### src/rtl/audio_pkg.sv
// Shared audio PWM definitions: sample width, PWM period and the
// demodulator state encoding. Also used by the PWM modulator.
package audio_pkg;

  localparam int PWM_WIDTH  = 11;
  localparam int PWM_PERIOD = 2048;

  typedef enum logic [0:0] {
    SEARCH  = 1'b0,
    MEASURE = 1'b1
  } demod_state_e;

endpackage

### src/rtl/pwm_edge_sync.sv
// Brings an asynchronous level into the clock domain through two flops,
// adds one delay register and flags the rising edge of the synchronized
// level. Shared with the button debouncer path.
module pwm_edge_sync (
  input  logic clk_i,
  input  logic reset_i,
  input  logic async_i,
  output logic level_o,
  output logic rise_o
);

  logic sync1_q;
  logic sync2_q;
  logic dly_q;

  // Two-flop synchronizer followed by a one-cycle delay of the clean level.
  always_ff @(posedge clk_i) begin
    if (reset_i) begin
      sync1_q <= 1'b0;
      sync2_q <= 1'b0;
      dly_q   <= 1'b0;
    end else begin
      sync1_q <= async_i;
      sync2_q <= sync1_q;
      dly_q   <= sync2_q;
    end
  end

  assign level_o = sync2_q;
  assign rise_o  = sync2_q & ~dly_q;

endmodule

### src/rtl/pwm_demod.sv
// PWM audio demodulator: locks onto the PWM period from rising edges,
// counts the high time of each period and emits the recovered sample with
// a one-cycle valid strobe. A window with no closing edge is still closed
// by the period counter while locked, so duty 0 and constant high decode.
// Optional build macro PWM_DEMOD_AVG_EN: output is the mean of the last
// four window results instead of the raw result.
module pwm_demod
  import audio_pkg::*;
#(
  parameter int WIDTH  = PWM_WIDTH,
  parameter int PERIOD = PWM_PERIOD
) (
  input  logic             CLK100MHZ,
  input  logic             reset,
  input  logic             pwm_in,
  output logic [WIDTH-1:0] sample,
  output logic             sample_valid,
  output logic             locked,
  output logic             period_err
);

  localparam int             CW       = WIDTH + 1;
  localparam logic [CW-1:0]  PERIOD_C = CW'(PERIOD);
  localparam logic [CW-1:0]  ONE_C    = CW'(1);
  localparam logic [CW-1:0]  ZERO_C   = {CW{1'b0}};

  // Clamp a high-time count into the sample range; a full-period count
  // (constant high) maps to the largest code.
  function automatic logic [WIDTH-1:0] sat(input logic [CW-1:0] x);
    logic [WIDTH-1:0] r;
    if (x >= PERIOD_C) r = WIDTH'(PERIOD - 1);
    else               r = x[WIDTH-1:0];
    return r;
  endfunction

  logic             s;
  logic             rise_s;
  logic [CW-1:0]    s_ext;
  logic             at_period_s;
  logic             close_s;
  logic             err_s;
  logic [WIDTH-1:0] win_res_d;
  logic [WIDTH-1:0] close_val_d;

  demod_state_e     state_q;
  logic [CW-1:0]    period_cnt_q;
  logic [CW-1:0]    high_cnt_q;
  logic [WIDTH-1:0] sample_q;
  logic             valid_q;
  logic             locked_q;
  logic             perr_q;

  pwm_edge_sync u_sync (
    .clk_i   (CLK100MHZ),
    .reset_i (reset),
    .async_i (pwm_in),
    .level_o (s),
    .rise_o  (rise_s)
  );

  assign s_ext       = {{WIDTH{1'b0}}, s};
  assign at_period_s = (period_cnt_q == PERIOD_C);
  assign close_s     = (state_q == MEASURE) && at_period_s && (rise_s || locked_q);
  assign err_s       = (state_q == MEASURE) && rise_s && !at_period_s;
  assign win_res_d   = sat(high_cnt_q);

`ifdef PWM_DEMOD_AVG_EN
  logic [WIDTH-1:0] hist0_q;
  logic [WIDTH-1:0] hist1_q;
  logic [WIDTH-1:0] hist2_q;
  logic [WIDTH+1:0] avg_sum_d;

  assign avg_sum_d   = {2'b00, win_res_d} + {2'b00, hist0_q}
                     + {2'b00, hist1_q}   + {2'b00, hist2_q};
  assign close_val_d = WIDTH'(avg_sum_d >> 2);

  // Keep the three previous window results; a period error restarts the mean.
  always_ff @(posedge CLK100MHZ) begin
    if (reset || err_s) begin
      hist0_q <= {WIDTH{1'b0}};
      hist1_q <= {WIDTH{1'b0}};
      hist2_q <= {WIDTH{1'b0}};
    end else if (close_s) begin
      hist0_q <= win_res_d;
      hist1_q <= hist0_q;
      hist2_q <= hist1_q;
    end
  end
`else
  assign close_val_d = win_res_d;
`endif

  // Lock/measure state machine with window counters and registered outputs.
  always_ff @(posedge CLK100MHZ) begin
    if (reset) begin
      state_q      <= SEARCH;
      period_cnt_q <= ZERO_C;
      high_cnt_q   <= ZERO_C;
      sample_q     <= {WIDTH{1'b0}};
      valid_q      <= 1'b0;
      locked_q     <= 1'b0;
      perr_q       <= 1'b0;
    end else begin
      valid_q <= 1'b0;
      perr_q  <= 1'b0;
      case (state_q)
        SEARCH: begin
          if (rise_s) begin
            state_q      <= MEASURE;
            period_cnt_q <= ONE_C;
            high_cnt_q   <= ONE_C;
          end else begin
            period_cnt_q <= ZERO_C;
            high_cnt_q   <= ZERO_C;
          end
        end
        MEASURE: begin
          if (rise_s && at_period_s) begin
            sample_q     <= close_val_d;
            valid_q      <= 1'b1;
            locked_q     <= 1'b1;
            period_cnt_q <= ONE_C;
            high_cnt_q   <= ONE_C;
          end else if (rise_s) begin
            // Edge off-period: realign the window onto this edge.
            perr_q       <= 1'b1;
            locked_q     <= 1'b0;
            period_cnt_q <= ONE_C;
            high_cnt_q   <= ONE_C;
          end else if (at_period_s && locked_q) begin
            // No edge at the boundary: close on timing alone.
            sample_q     <= close_val_d;
            valid_q      <= 1'b1;
            period_cnt_q <= ONE_C;
            high_cnt_q   <= s_ext;
          end else if (at_period_s) begin
            state_q      <= SEARCH;
            period_cnt_q <= ZERO_C;
            high_cnt_q   <= ZERO_C;
          end else begin
            period_cnt_q <= period_cnt_q + ONE_C;
            high_cnt_q   <= high_cnt_q + s_ext;
          end
        end
        default: begin
          state_q      <= SEARCH;
          period_cnt_q <= ZERO_C;
          high_cnt_q   <= ZERO_C;
          locked_q     <= 1'b0;
        end
      endcase
    end
  end

  assign sample       = sample_q;
  assign sample_valid = valid_q;
  assign locked       = locked_q;
  assign period_err   = perr_q;

endmodule

### config.mk
export PLATFORM = sky130hd
export DESIGN_NAME = pwm_demod
export DESIGN_NICKNAME = d
export VERILOG_FILES = /design/src/rtl/audio_pkg.sv /design/src/rtl/pwm_edge_sync.sv /design/src/rtl/pwm_demod.sv
export SDC_FILE = /design/constraint.sdc
export NUM_CORES = 1
export LEC_CHECK = 0
export CORE_UTILIZATION = 55
export CTS_CLUSTER_DIAMETER = 50
export CTS_CLUSTER_SIZE = 25
export DETAILED_ROUTE_END_ITERATION = 8
export PLACE_DENSITY = 0.77
export SLEW_MARGIN = 30
export SYNTH_ARGS = -nofsm -noshare
export SYNTH_HDL_FRONTEND = slang
export SYNTH_SLANG_ARGS = --single-unit
### constraint.sdc
create_clock -name CLK100MHZ -period 2.15 [get_ports CLK100MHZ]
set_clock_uncertainty 0.1 [all_clocks]
set_input_delay 0.3225 -clock CLK100MHZ [delete_from_list [all_inputs] [get_ports CLK100MHZ]]
set_output_delay 0.3225 -clock CLK100MHZ [all_outputs]
set_load 0.1 [all_outputs]
== Word-level counts from Yosys, hierarchy flattened ==
Cells that the tools add are included.

* Add/subtract/negate cells: 2
* $lt $le $gt $ge: 1
* Equal/unequal tests: 2
* Multiplexer cells: 26
* Bitwise logic cells: 3
* Reductions and logical operators: 8

{| class="wikitable"
|+ Operators by type and width
! operator !! count
|-
| $mux 12 || 8
|-
| $pmux 12 s2 || 2
|-
| $mux 11 || 4
|-
| $add 12x1->12 || 1
|-
| $add 12x1->12 const B || 1
|-
| $eq 12x12->1 const B || 1
|-
| $ge 12x12->1 const B || 1
|-
| $mux 1 || 11
|-
| $reduce_bool 2->1 || 2
|-
| $reduce_and 3->1 || 1
|-
| $reduce_or 3->1 || 1
|-
| $logic_and 1x1->1 || 2
|-
| $ne 2x1->1 const B || 1
|-
| $not 1->1 || 2
|-
| $pmux 1 s2 || 1
|-
| $reduce_and 2->1 || 1
|-
| $reduce_or 2->1 || 1
|-
| $and 1x1->1 || 1
|}

* Register bits: 42
* Bits of input ports: 3
* Output and inout port bits: 14
* Logic and storage cells: 52

== Depth between registers and ports, before layout ==
* Depth in word-level cells: 6
* Depth in mapped cells: 7
* Mapped depth without buffers: 6

== Cells and area by module ==
From an unflattened synthesis, not the netlist that was laid out.

* Cell total of the unflattened synthesis: 194
* Area total of the unflattened synthesis: 1795.5 um^2

{| class="wikitable"
|+ Modules (own cells, without submodules)
! module !! instances !! cells each !! area an instance (um^2)
|-
| pwm_demod || 1 || 187 || 1707.9
|-
| pwm_edge_sync || 1 || 7 || 87.6
|}

== Least setup slack after synthesis ==
Ideal clock, no wire load.

* Path type: flip-flop to flip-flop
* Start: register locked_q, in the netlist locked
* End: register sample_q[10], in the netlist sample[10]
* Library setup time: 70 ps
* Arrival: 1903 ps
* Setup slack: 77 ps
* Cell stages (with the launch flop): 5
* Buffers on the path: 1
* Cells stage by stage: dfxtp_1 -> o21ai_1 -> clkbuf_1 -> or3_1 -> a21oi_1

* Cells in the longest elaborated chain, start to end: 3

{| class="wikitable"
|+ Ends and longest elaborated chain
! item !! RTL line !! source
|-
| start: declaration || pwm_demod.sv:50 || <nowiki>logic locked_q;</nowiki>
|-
| start signal: assignment || pwm_demod.sv:101 || <nowiki>locked_q <= 1'b0;</nowiki>
|-
| start signal: assignment || pwm_demod.sv:121 || <nowiki>locked_q <= 1'b1;</nowiki>
|-
| start signal: assignment || pwm_demod.sv:127 || <nowiki>locked_q <= 1'b0;</nowiki>
|-
| $logic_and 1x1->1 || pwm_demod.sv:130 || <nowiki>end else if (at_period_s && locked_q) begin</nowiki>
|-
| $reduce_bool 2->1 (no source line) || - ||
|-
| $reduce_and 3->1 (no source line) || - ||
|-
| end signal: assignment || pwm_demod.sv:99 || <nowiki>sample_q <= {WIDTH{1'b0}};</nowiki>
|-
| end signal: assignment || pwm_demod.sv:119 || <nowiki>sample_q <= close_val_d;</nowiki>
|-
| end signal: assignment || pwm_demod.sv:132 || <nowiki>sample_q <= close_val_d;</nowiki>
|-
| end: declaration || pwm_demod.sv:48 || <nowiki>logic [WIDTH-1:0] sample_q;</nowiki>
|}

Every way passes these cells.
A chain may end at the register's enable or synchronous reset.

== Final worst setup path ==
* Start: register period_cnt_q[0]
* End: register sample_q[0], in the netlist sample[0]

* Cells in the longest elaborated chain, start to end: 4

{| class="wikitable"
|+ Ends and longest elaborated chain
! item !! RTL line !! source
|-
| start: declaration || pwm_demod.sv:46 || <nowiki>logic [CW-1:0] period_cnt_q;</nowiki>
|-
| start signal: assignment || pwm_demod.sv:141 || <nowiki>period_cnt_q <= period_cnt_q + ONE_C;</nowiki>
|-
| $eq 12x12->1 * || pwm_demod.sv:62 || <nowiki>assign at_period_s = (period_cnt_q == PERIOD_C);</nowiki>
|-
| $logic_and 1x1->1 (on tied branches) || pwm_demod.sv:118, pwm_demod.sv:130 ||
|-
| $ne 2x1->1 (no source line) / $reduce_bool 2->1 (equally long branches) || - ||
|-
| $reduce_and 3->1 (no source line) || - ||
|}

Every way passes the cells marked *; elsewhere a longest branch is shown, timed or not.

==> out/metrics.csv <==
metric;value;unit
outcome;completed;
Die Footprint;3510;um^2
sequential share of power;59.1;%
Seq/Total Area, Yosys;46.6;%
DRT Pass-1 Iters;4;
WP buf/inv;1;
vias in the first global route;1372;
Initial DRC Count;51;
gpl congestion;0.829;
# diodes;0;
Mapped Cells;206;
Final Cycle Share;89.1;%
uppermost routed layer;met4;
Max transition margin;73.5;%
RSZ-0062 raised after global routing;no;
leakage;0.715;nW
CP top delay family;simple AND/OR/NAND/NOR gates;
routed vias/inst;5.35;
post-CTS resize count;0;
Sw Share;19.8;%
final hold violations;0;
HP Class;reg2reg;
dpl hpwl;2400;um
Crit Path Category;reg2reg;
Final Max Slew Viols;0;
sequential cell area;841;um^2
first-pass GRT wire length;5750;um
Max Cap Viol;0;
CP max-delay cell;or3_1;
I/O Buffers;16;
Peak supply drop;551;uV
synthesized net count;213;
post-synthesis async set-or-reset flop share;0;%
share of layout cells above drive strength 1;13.1;%
fin nets;228;
WP data required;2.34;ns
Clock transition at path regs;0.12;ns
Met2 Routed Length;1740;um
Clk network pwr share;38.5;%
Total Wirelength;3390;um
via count;1419;
All-Layer GR Usage;22.1;%
Logic pwr share;2.5;%
post-synthesis register bit count;42;
Pint;0.00107;W
number of enable flip-flop cells after synthesis;0;
WL per Instance;12.8;um
ANT nets after route;0;
cts hold-fix bufs;0;
Critical Path Start Type;flop;
CTS tree;yes;
core area;3080;um^2
CTS H-tree lvls;2;
synth unique cells;32;
Setup Fix Bufs, Post-CTS;0;
CP arrival;2.10;ns
CTS Buffer Depth;2;
clk_lat worst skew;0.35;ns
largest net degree at the start of global routing;24;
Max FO, Critical Path;23;
I/O pins;17;
site row count;20;
Final Critical Period;1.92;ns
GRT overflow;0;
Main synth FF type;dfxtp_1;
total CTS buffers;5;
cell chain of the critical path;inv_1 > ha_1 > nor4b_4 > nand3_4 > or3_1 > a21oi_1;
Net Switching;0.000264;W
Mean Syn Cell Area;8.76;um^2
peak per-stage delay on the critical path;0.43;ns
Die X;59.3;um
PwrDens;651;nW/um^2
YS warnings;0;
CTS sink count;42;
residual DRC count;0;
Critical Path End Type;flop;
Root Driver;clkbuf_4;
Initial Util;58.6;%
initial antenna violation count;0;
worst slew pin tran;0.396;ns
total power;0.00133;W
Final TNS setup;0;ns
area of the multi-input gates;907;um^2
Final setup viols;0;
filler instances;254;
Mapped Area;1800;um^2
routed wl met3;90;um
M1 wire length;1500;um
die height;59.3;um
fmax;0.522;GHz
Syn-to-layout area delta;13.5;%
-- per-layer routing --
| metal | up-vias | track usage [%] |
|---|---|---|
| met1 | 674 | 24.2 |
| li1 | 726 | - |
| met5 | - | 0 |
| met2 | 14 | 38.8 |
| met4 | 0 | 9.18 |
| met3 | 5 | 7.21 |
-- Yosys cell counts, types with 4 or more instances --
| cell | count | area (um^2) |
|---|---|---|
| ha_1 | 4 | 50.1 |
| nor2b_1 | 4 | 25.0 |
| nor3_1 | 4 | 20.0 |
| nand4_1 | 4 | 25.0 |
| o21ai_0 | 11 | 55.1 |
| dfxtp_1 | 42 | 841 |
| clkbuf_1 | 8 | 30.0 |
| inv_1 | 4 | 15.0 |
| a21oi_1 | 14 | 70.1 |
| nand3_1 | 10 | 50.1 |
| and3_1 | 5 | 31.3 |
| or3_1 | 11 | 68.8 |
| xnor2_1 | 9 | 78.8 |
| nand2_1 | 10 | 37.5 |
| nor2_1 | 36 | 135 |
| xor2_1 | 11 | 96.3 |
-- registers in the layout (all words and copies together), names as in the netlist --
signal / flops
locked: 1
u_sync.sync1_q: 1
period_cnt_q: 12
state_q: 1
period_err: 1
high_cnt_q: 12
u_sync.dly_q: 1
sample: 11
u_sync.level_o: 1
sample_valid: 1
-- per-stage QoR --
| stage | hold WS, ns | util [%] | worst slack (ns) | std cells | area, um^2 |
|---|---|---|---|---|---|
| after floorplan | 0.314 | - | 0.0769 | 206 | 1800 |
| after global placement | 0.318 | 63.5 | 0.288 | 258 | 1960 |
| after detailed placement | 0.331 | 63.5 | 0.171 | 258 | 1960 |
| after CTS | 0.358 | 66.2 | 0.139 | 265 | 2040 |
| after global routing | 0.370 | 66.5 | 0.0747 | 265 | 2050 |
| final | 0.356 | 66.5 | 0.234 | 265 | 2050 |
-- worst paths after layout --
path,from,endpoint,slack (ns),cells after the start
setup / recovery,period_cnt_q[0],sample[0],0.23,6
hold / removal,u_sync.sync1_q,u_sync.level_o,0.36,1
setup reg to reg,period_cnt_q[0],sample[0],0.23,6
hold reg to reg,u_sync.sync1_q,u_sync.level_o,0.36,1
-- cell type report --
type,instances,share of cell area [%]
Multi-Input combinational cell,149,44.3
Sequential cell,42,41.1
Timing Repair Buffer,19,7.21
Tap cell,44,2.69
Clock buffer,6,2.51
Clock inverter,1,1.47
Inverter,4,0.733
-- power groups by stage --
stage	registers, W	clock network, W	logic (W)
4_1_cts	0.000786	0.000531	0.0000320
5_1_grt	0.000787	0.000560	0.0000370
2_1_floorplan	0.000804	0	0.0000218
3_5_place_dp	0.000804	0	0.0000318
3_3_place_gp	0.000804	0	0.0000308
6_report	0.000786	0.000513	0.0000327
-- placed cells by master (no fill, tap or decap), drive strengths merged, types with 9 or more instances in the layout --
cell type   n
buf        17
xor2       11
a21oi      14
or3        11
dfxtp      42
xnor2       9
nand3      11
o21ai      12
nand2      10
nor2       36
-- worst reg2reg max path: stages (launching register included) --
cell	delay, ns
dfxtp_1	0.34
inv_1	0.08
ha_1	0.16
nor4b_4	0.33
nand3_4	0.25
or3_1	0.43
a21oi_1	0.16
-- cells by family (layout without fill, tap and decap cells) --
family | Yosys count | count (layout) | share of synthesized area, %
AND/OR/NAND/NOR | 96 | 96 | 28.8
XOR/XNOR | 20 | 20 | 9.71
buffers and inverters | 15 | 30 | 3.68
AO/OA/AOI/OAI | 29 | 29 | 8.46
flip-flops | 42 | 42 | 46.6
adder cells (fa/ha/maj) | 4 | 4 | 2.77
Power figures use the tool's default switching activity.
